$ cat config.mk
export PLATFORM = sky130hd
export DESIGN_NAME = mem_ctrl_param
export DESIGN_NICKNAME = d
export VERILOG_FILES = /design/src/rtl/mem_ctrl_param.sv
export SDC_FILE = /design/constraint.sdc
export NUM_CORES = 1
export LEC_CHECK = 0
export CAP_MARGIN = 10
export CORE_MARGIN = 2
export CORE_UTILIZATION = 40
export CTS_CLUSTER_DIAMETER = 200
export DETAILED_ROUTE_END_ITERATION = 8
export PLACE_DENSITY_LB_ADDON = 0.05
export SETUP_SLACK_MARGIN = 0.1
export SYNTH_ARGS = -nofsm -noshare
export SYNTH_HDL_FRONTEND = slang
export SYNTH_SLANG_ARGS = --single-unit
export TNS_END_PERCENT = 10
$ cat constraint.sdc
create_clock -name clk -period 7.4 [get_ports clk]
set_clock_uncertainty 0.05 [all_clocks]
set_input_delay 1.11 -clock clk [delete_from_list [all_inputs] [get_ports clk]]
set_output_delay 1.11 -clock clk [all_outputs]
set_load 0.05 [all_outputs]
$ cat src/rtl/mem_ctrl_param.sv
// mem_ctrl_param: single-bank SDRAM-style memory controller.
// Accepts one host read/write at a time, opens the addressed row (precharging
// a different open row first), issues RD/WR, then serialises write data onto
// the DQ lanes LSB lane first, or deserialises read data CL cycles later.
// PAGE_POLICY=0 leaves the row open; PAGE_POLICY=1 auto-precharges after each
// access.
// Ports:
//   clk, rst            clock, synchronous active-high reset
//   cmd_n, RDnWR        active-low request strobe, 1=read / 0=write
//   Addr_in             {row[RA_W], column[CA_W]}
//   Data_in_vld/Data_in write data (must be valid for a write to be accepted)
//   cmd_rdy             controller idle and able to accept a request
//   Data_out            last completed read word, data_out_vld strobes it
//   command, RA, CA     memory command bus (NOP/ACT/RD/WR/PRE), row, column
//   cs_n                active-low chip select, low whenever command != NOP
//   dq_out/dq_oe/dq_in  split memory data lanes
// All outputs are registered.
module mem_ctrl_param #(
  parameter int DATA_W      = 32,
  parameter int DQ_W        = 1,
  parameter int RA_W        = 4,
  parameter int CA_W        = 12,
  parameter int TRCD        = 2,
  parameter int TRP         = 2,
  parameter int CL          = 2,
  parameter int PAGE_POLICY = 0
) (
  input  logic                   clk,
  input  logic                   rst,
  input  logic                   cmd_n,
  input  logic                   RDnWR,
  input  logic [RA_W+CA_W-1:0]   Addr_in,
  input  logic                   Data_in_vld,
  input  logic [DATA_W-1:0]      Data_in,
  output logic                   cmd_rdy,
  output logic [DATA_W-1:0]      Data_out,
  output logic                   data_out_vld,
  output logic [2:0]             command,
  output logic [RA_W-1:0]        RA,
  output logic [CA_W-1:0]        CA,
  output logic                   cs_n,
  output logic [DQ_W-1:0]        dq_out,
  output logic                   dq_oe,
  input  logic [DQ_W-1:0]        dq_in
);

  localparam int ADDR_W = RA_W + CA_W;
  localparam int BEATS  = DATA_W / DQ_W;
  localparam logic [DATA_W-1:0] LANE_MASK = DATA_W'({DQ_W{1'b1}});

  typedef enum logic [3:0] {
    S_IDLE, S_PRE, S_TRP_WAIT, S_ACT, S_TRCD_WAIT,
    S_RW_CMD, S_WR_XFER, S_RD_LAT, S_RD_XFER, S_AUTO_PRE
  } state_t;

  typedef enum logic [2:0] {
    CMD_NOP = 3'b000,
    CMD_ACT = 3'b001,
    CMD_RD  = 3'b010,
    CMD_WR  = 3'b011,
    CMD_PRE = 3'b100
  } cmd_t;

  state_t              state_q, state_d, done_state;
  logic [31:0]         cnt_q, cnt_d;
  logic                rd_q, rd_d;
  logic [ADDR_W-1:0]   addr_q, addr_d;
  logic [DATA_W-1:0]   wdata_q, wdata_d;
  logic [DATA_W-1:0]   rbuf_q, rbuf_d;
  logic                open_q, open_d;
  logic [RA_W-1:0]     orow_q, orow_d;
  logic                closing_q, closing_d;
  cmd_t                cmd_q, cmd_d;
  logic                csn_q, csn_d;
  logic [RA_W-1:0]     ra_q, ra_d;
  logic [CA_W-1:0]     ca_q, ca_d;
  logic                oe_q, oe_d;
  logic [DQ_W-1:0]     dqo_q, dqo_d;
  logic [DATA_W-1:0]   dout_q, dout_d;
  logic                vld_q, vld_d;
  logic                rdy_q, rdy_d;
  logic                accept;
  logic [31:0]         sh;

  assign done_state = (PAGE_POLICY != 0) ? S_AUTO_PRE : S_IDLE;
  assign accept     = ~cmd_n & rdy_q & (RDnWR | Data_in_vld);
  assign sh         = cnt_q * DQ_W;

  always_comb begin
    state_d   = state_q;
    cnt_d     = cnt_q + 32'd1;
    rd_d      = rd_q;
    addr_d    = addr_q;
    wdata_d   = wdata_q;
    rbuf_d    = rbuf_q;
    closing_d = closing_q;
    dout_d    = dout_q;
    vld_d     = 1'b0;

    // Multi-cycle states enter with cnt=0 and leave when cnt hits length-1.
    case (state_q)
      S_IDLE: begin
        if (accept) begin
          rd_d      = RDnWR;
          addr_d    = Addr_in;
          wdata_d   = Data_in;
          closing_d = 1'b0;
          cnt_d     = '0;
          if (open_q && orow_q == Addr_in[ADDR_W-1 -: RA_W]) state_d = S_RW_CMD;
          else if (open_q)                                    state_d = S_PRE;
          else                                                state_d = S_ACT;
        end
      end
      S_PRE: begin
        cnt_d   = '0;
        state_d = (TRP > 1) ? S_TRP_WAIT : S_ACT;
      end
      S_TRP_WAIT: begin
        if (cnt_q == TRP - 2) begin
          cnt_d   = '0;
          state_d = closing_q ? S_IDLE : S_ACT;
        end
      end
      S_ACT: begin
        cnt_d   = '0;
        state_d = (TRCD > 1) ? S_TRCD_WAIT : S_RW_CMD;
      end
      S_TRCD_WAIT: begin
        if (cnt_q == TRCD - 2) state_d = S_RW_CMD;
      end
      S_RW_CMD: begin
        cnt_d   = '0;
        state_d = rd_q ? S_RD_LAT : S_WR_XFER;
      end
      S_WR_XFER: begin
        if (cnt_q == BEATS - 1) state_d = done_state;
      end
      S_RD_LAT: begin
        if (cnt_q == CL - 1) begin
          cnt_d   = '0;
          state_d = S_RD_XFER;
        end
      end
      S_RD_XFER: begin
        rbuf_d = (rbuf_q & ~(LANE_MASK << sh)) | (DATA_W'(dq_in) << sh);
        if (cnt_q == BEATS - 1) begin
          dout_d  = rbuf_d;
          vld_d   = 1'b1;
          state_d = done_state;
        end
      end
      S_AUTO_PRE: begin
        cnt_d     = '0;
        closing_d = 1'b1;
        state_d   = (TRP > 1) ? S_TRP_WAIT : S_IDLE;
      end
      default: state_d = S_IDLE;
    endcase
  end

  // Outputs are registered: each is the value for the state being entered.
  always_comb begin
    open_d = open_q;
    orow_d = orow_q;
    ra_d   = ra_q;
    ca_d   = ca_q;
    cmd_d  = CMD_NOP;
    case (state_d)
      S_ACT: begin
        cmd_d  = CMD_ACT;
        ra_d   = addr_d[ADDR_W-1 -: RA_W];
        open_d = 1'b1;
        orow_d = addr_d[ADDR_W-1 -: RA_W];
      end
      S_PRE, S_AUTO_PRE: begin
        cmd_d  = CMD_PRE;
        open_d = 1'b0;
        orow_d = '0;
      end
      S_RW_CMD: begin
        cmd_d = rd_d ? CMD_RD : CMD_WR;
        ca_d  = addr_d[CA_W-1:0];
      end
      default: cmd_d = CMD_NOP;
    endcase
    csn_d = (cmd_d == CMD_NOP);
    oe_d  = (state_d == S_WR_XFER);
    dqo_d = oe_d ? DQ_W'(wdata_d >> (cnt_d * DQ_W)) : '0;
    rdy_d = (state_d == S_IDLE);
  end

  always_ff @(posedge clk) begin
    if (rst) begin
      state_q   <= S_IDLE;
      cnt_q     <= '0;
      rd_q      <= 1'b0;
      addr_q    <= '0;
      wdata_q   <= '0;
      rbuf_q    <= '0;
      open_q    <= 1'b0;
      orow_q    <= '0;
      closing_q <= 1'b0;
      cmd_q     <= CMD_NOP;
      csn_q     <= 1'b1;
      ra_q      <= '0;
      ca_q      <= '0;
      oe_q      <= 1'b0;
      dqo_q     <= '0;
      dout_q    <= '0;
      vld_q     <= 1'b0;
      rdy_q     <= 1'b0;
    end else begin
      state_q   <= state_d;
      cnt_q     <= cnt_d;
      rd_q      <= rd_d;
      addr_q    <= addr_d;
      wdata_q   <= wdata_d;
      rbuf_q    <= rbuf_d;
      open_q    <= open_d;
      orow_q    <= orow_d;
      closing_q <= closing_d;
      cmd_q     <= cmd_d;
      csn_q     <= csn_d;
      ra_q      <= ra_d;
      ca_q      <= ca_d;
      oe_q      <= oe_d;
      dqo_q     <= dqo_d;
      dout_q    <= dout_d;
      vld_q     <= vld_d;
      rdy_q     <= rdy_d;
    end
  end

  assign command      = cmd_q;
  assign cs_n         = csn_q;
  assign RA           = ra_q;
  assign CA           = ca_q;
  assign dq_oe        = oe_q;
  assign dq_out       = dqo_q;
  assign Data_out     = dout_q;
  assign data_out_vld = vld_q;
  assign cmd_rdy      = rdy_q;

endmodule

==> results_dict.tcl <==
set metrics [dict create \
    ys_async_sr_fraction 0 \
    worstPathArrival_ns 4.17 \
    crit_end "CA[8]" \
    syn_area_per_cell_sq_um 8.51 \
    maxUsedRoutingLayer "met4" \
    yosys_most_used_dff "dfxtp_1" \
    cts_tree "yes" \
    grt_pass1_wl_microns 32900 \
    synthToLayoutAreaGrowth_pct 22.3 \
    maxCapViolations 0 \
    avgViaCountPerCell 5.24 \
    clk_path_buf_depth 2 \
    root_buffer "clkbuf_16" \
    cts_setup_buffers 0 \
    worstRegToRegCells 8 \
    leakage_uw 0.00357 \
    rsz0062_at_grt "no" \
    clk_latency_ns 0.43 \
    drive_above_1_share 0.0628 \
    first_pass_iters 4 \
    dieArea_sq_mm 0.0218 \
    critPathLaunchType "register" \
    cts_sinks 179 \
    place_congestion 0.798 \
    io_buffers 109 \
    met1_length_microns 10100 \
    place_area_sq_mm 0.00950 \
    yosysWarningCount 0 \
    stdcell_count 1321 \
    numCtsBuffers 17 \
    maxSlewHeadroom 0.237 \
    drc 0 \
    syn-num-nets 1028 \
    h-tree-depth 4 \
    die_h_microns 148 \
    p_per_area_mw_per_mm2 271 \
    initial_core_util 0.409 \
    critPathCaptureType "register" \
    ys_ff_latch 179 \
    num-nets-final 1095 \
    synth_edf_count 0 \
    routed-wl-met2_microns 8950 \
    ys_seq_area_frac 0.433 \
    path_class "reg -> reg" \
    dr_wl_met3_microns 866 \
    vias 6926 \
    slew_viol_final 0 \
    drt_iter0_drc 423 \
    r2r-end "CA[8]" \
    mostFrequentLayoutCells "179 x dfxtp_1, 177 x nor2_1, 108 x clkdlybuf4s50_1" \
    dp_slack_ns 2.87 \
    ir_worst_vdd_mv 0.158 \
    cts_hold_buf 0 \
    die_width_microns 148 \
    cts-resized-gates 0 \
    track_usage 0.186 \
    dpl.hpwl_microns 13200 \
    core_area_sq_mm 0.0202 \
    grt_pass1_vias 6399 \
    wl_per_cell_microns 15.3 \
    worstPathRequired_ns 7.70 \
    diodes 0 \
    path_max_fanout 24 \
    hold_violations 0 \
    setup_tns_ns 0 \
    period_share 0.523 \
    synth_cell_type_count 64 \
    setup_viol 0 \
    reg2reg_slack_ns 3.53 \
    worstSetupStartpoint "cnt_q[5]" \
    grt_max_degree 73 \
    grt_overflow 0 \
    path_clk_slew_ns 0.08 \
    worst_pin_slew_ns 1.14 \
    netlist_instances 971 \
    setup_ws_ns 3.53 \
    period_needed_ns 3.87 \
    rows 52 \
    run_status "complete, no violations" \
    layout_commonest_cell "dfxtp_1" \
    reg2reg_from "cnt_q[5]" \
    routed_wl_microns 20100 \
    antenna_found_initial 0 \
    pin_count 110 \
    fmaxAchievable_mhz 258 \
    stdcell_area_sq_mm 0.0101 \
    netlist_area_sq_mm 0.00827 \
    place_inst 1288 \
    min_path_type "reg -> reg" \
    ant_nets 0 \
]
-- worst min path at each step --
stage | from | endpoint | slack (ns) | cells past startpoint
after CTS | wdata_q[4] | wdata_q[4] | 0.40 | 2
after detailed placement | wdata_q[4] | wdata_q[4] | 0.39 | 2
after global placement | wdata_q[4] | wdata_q[4] | 0.39 | 2
after floorplan | wdata_q[13] | wdata_q[13] | 0.38 | 2
after global routing | wdata_q[28] | wdata_q[28] | 0.43 | 2
final | wdata_q[16] | wdata_q[16] | 0.40 | 2
-- cells by family (layout without fill, tap and decap cells) --
kind of cell	after synthesis	after routing	share of synthesized area
XOR/XNOR	38	38	0.0403
AO/OA/AOI/OAI	171	171	0.149
adder cells (fa/ha/maj)	3	3	0.00454
buffers and inverters	86	166	0.0428
AND/OR/NAND/NOR	421	421	0.235
flip-flops	179	179	0.433
multiplexers	73	73	0.0947
-- report_power, final --
| part | switching [uW] | leakage (uW) | internal, uW |
|---|---|---|---|
| registers | 54.6 | 0.00145 | 1030 |
| logic | 460 | 0.00183 | 269 |
| clock network | 444 | 0.000299 | 490 |
-- flip-flops by register name, indices dropped and copies added (netlist names), 3 cells and up --
register and count:
Data_out 32, cnt_q 32, rbuf_q 32, wdata_q 32
addr_q 16, CA 12, RA 4, orow_q 4
state_q 4, command 3
-- layout make-up --
class / count / area, sq um
clock buffers: 18 / 429
clock inverters: 14 / 184
fillers: 1946 / 10100
inverters: 13 / 48.8
multi-input cells: 706 / 4350
flip-flops and latches: 179 / 3580
well taps: 270 / 338
repair buffers: 121 / 1180
-- cell usage after synthesis (5+ instances only) --
cell | count | area share
a211oi_1 | 77 | 0.070
nand2_1 | 101 | 0.046
mux2i_1 | 67 | 0.081
nor3_1 | 33 | 0.020
a31oi_1 | 9 | 0.0068
buf_4 | 5 | 0.0045
or3_1 | 5 | 0.0038
and4_1 | 5 | 0.0053
a221oi_1 | 5 | 0.0053
o21ai_0 | 9 | 0.0054
buf_1 | 8 | 0.0036
dfxtp_1 | 179 | 0.43
clkbuf_1 | 50 | 0.023
and3_1 | 9 | 0.0068
inv_1 | 13 | 0.0059
o31ai_1 | 7 | 0.0064
nand3_1 | 20 | 0.012
nand4_1 | 11 | 0.0083
xor2_1 | 17 | 0.018
a21oi_1 | 32 | 0.019
xnor2_1 | 21 | 0.022
and2_1 | 10 | 0.0076
buf_2 | 10 | 0.0061
nor2_1 | 178 | 0.081
nor4_1 | 14 | 0.011
nand2b_1 | 10 | 0.0076
-- critical path, cell delays in order, from the launching register on --
cell,delay [ns]
dfxtp_1,0.48
nor4_1,0.85
nand4_1,0.37
o211a_1,0.34
o21ai_0,0.26
nand3_1,0.26
nor3_4,0.82
nor2_1,0.10
a211oi_1,0.24
-- per-layer routing --
metal,GRT usage,vias to the layer above
met2,0.290,126
met3,0.0432,11
li1,-,3565
met4,0.0442,0
met5,0,-
met1,0.261,3224
-- stage by stage --
stage | utilization | total power (uW) | hold slack, ns
final | 0.500 | 2740 | 0.405
after global routing | 0.500 | 2890 | 0.426
after CTS | 0.500 | 2770 | 0.404
after detailed placement | 0.469 | 1840 | 0.393
after global placement | 0.469 | 1840 | 0.391
after floorplan | - | 1620 | 0.383
No activity file was read; power rests on OpenSTA's default activity.
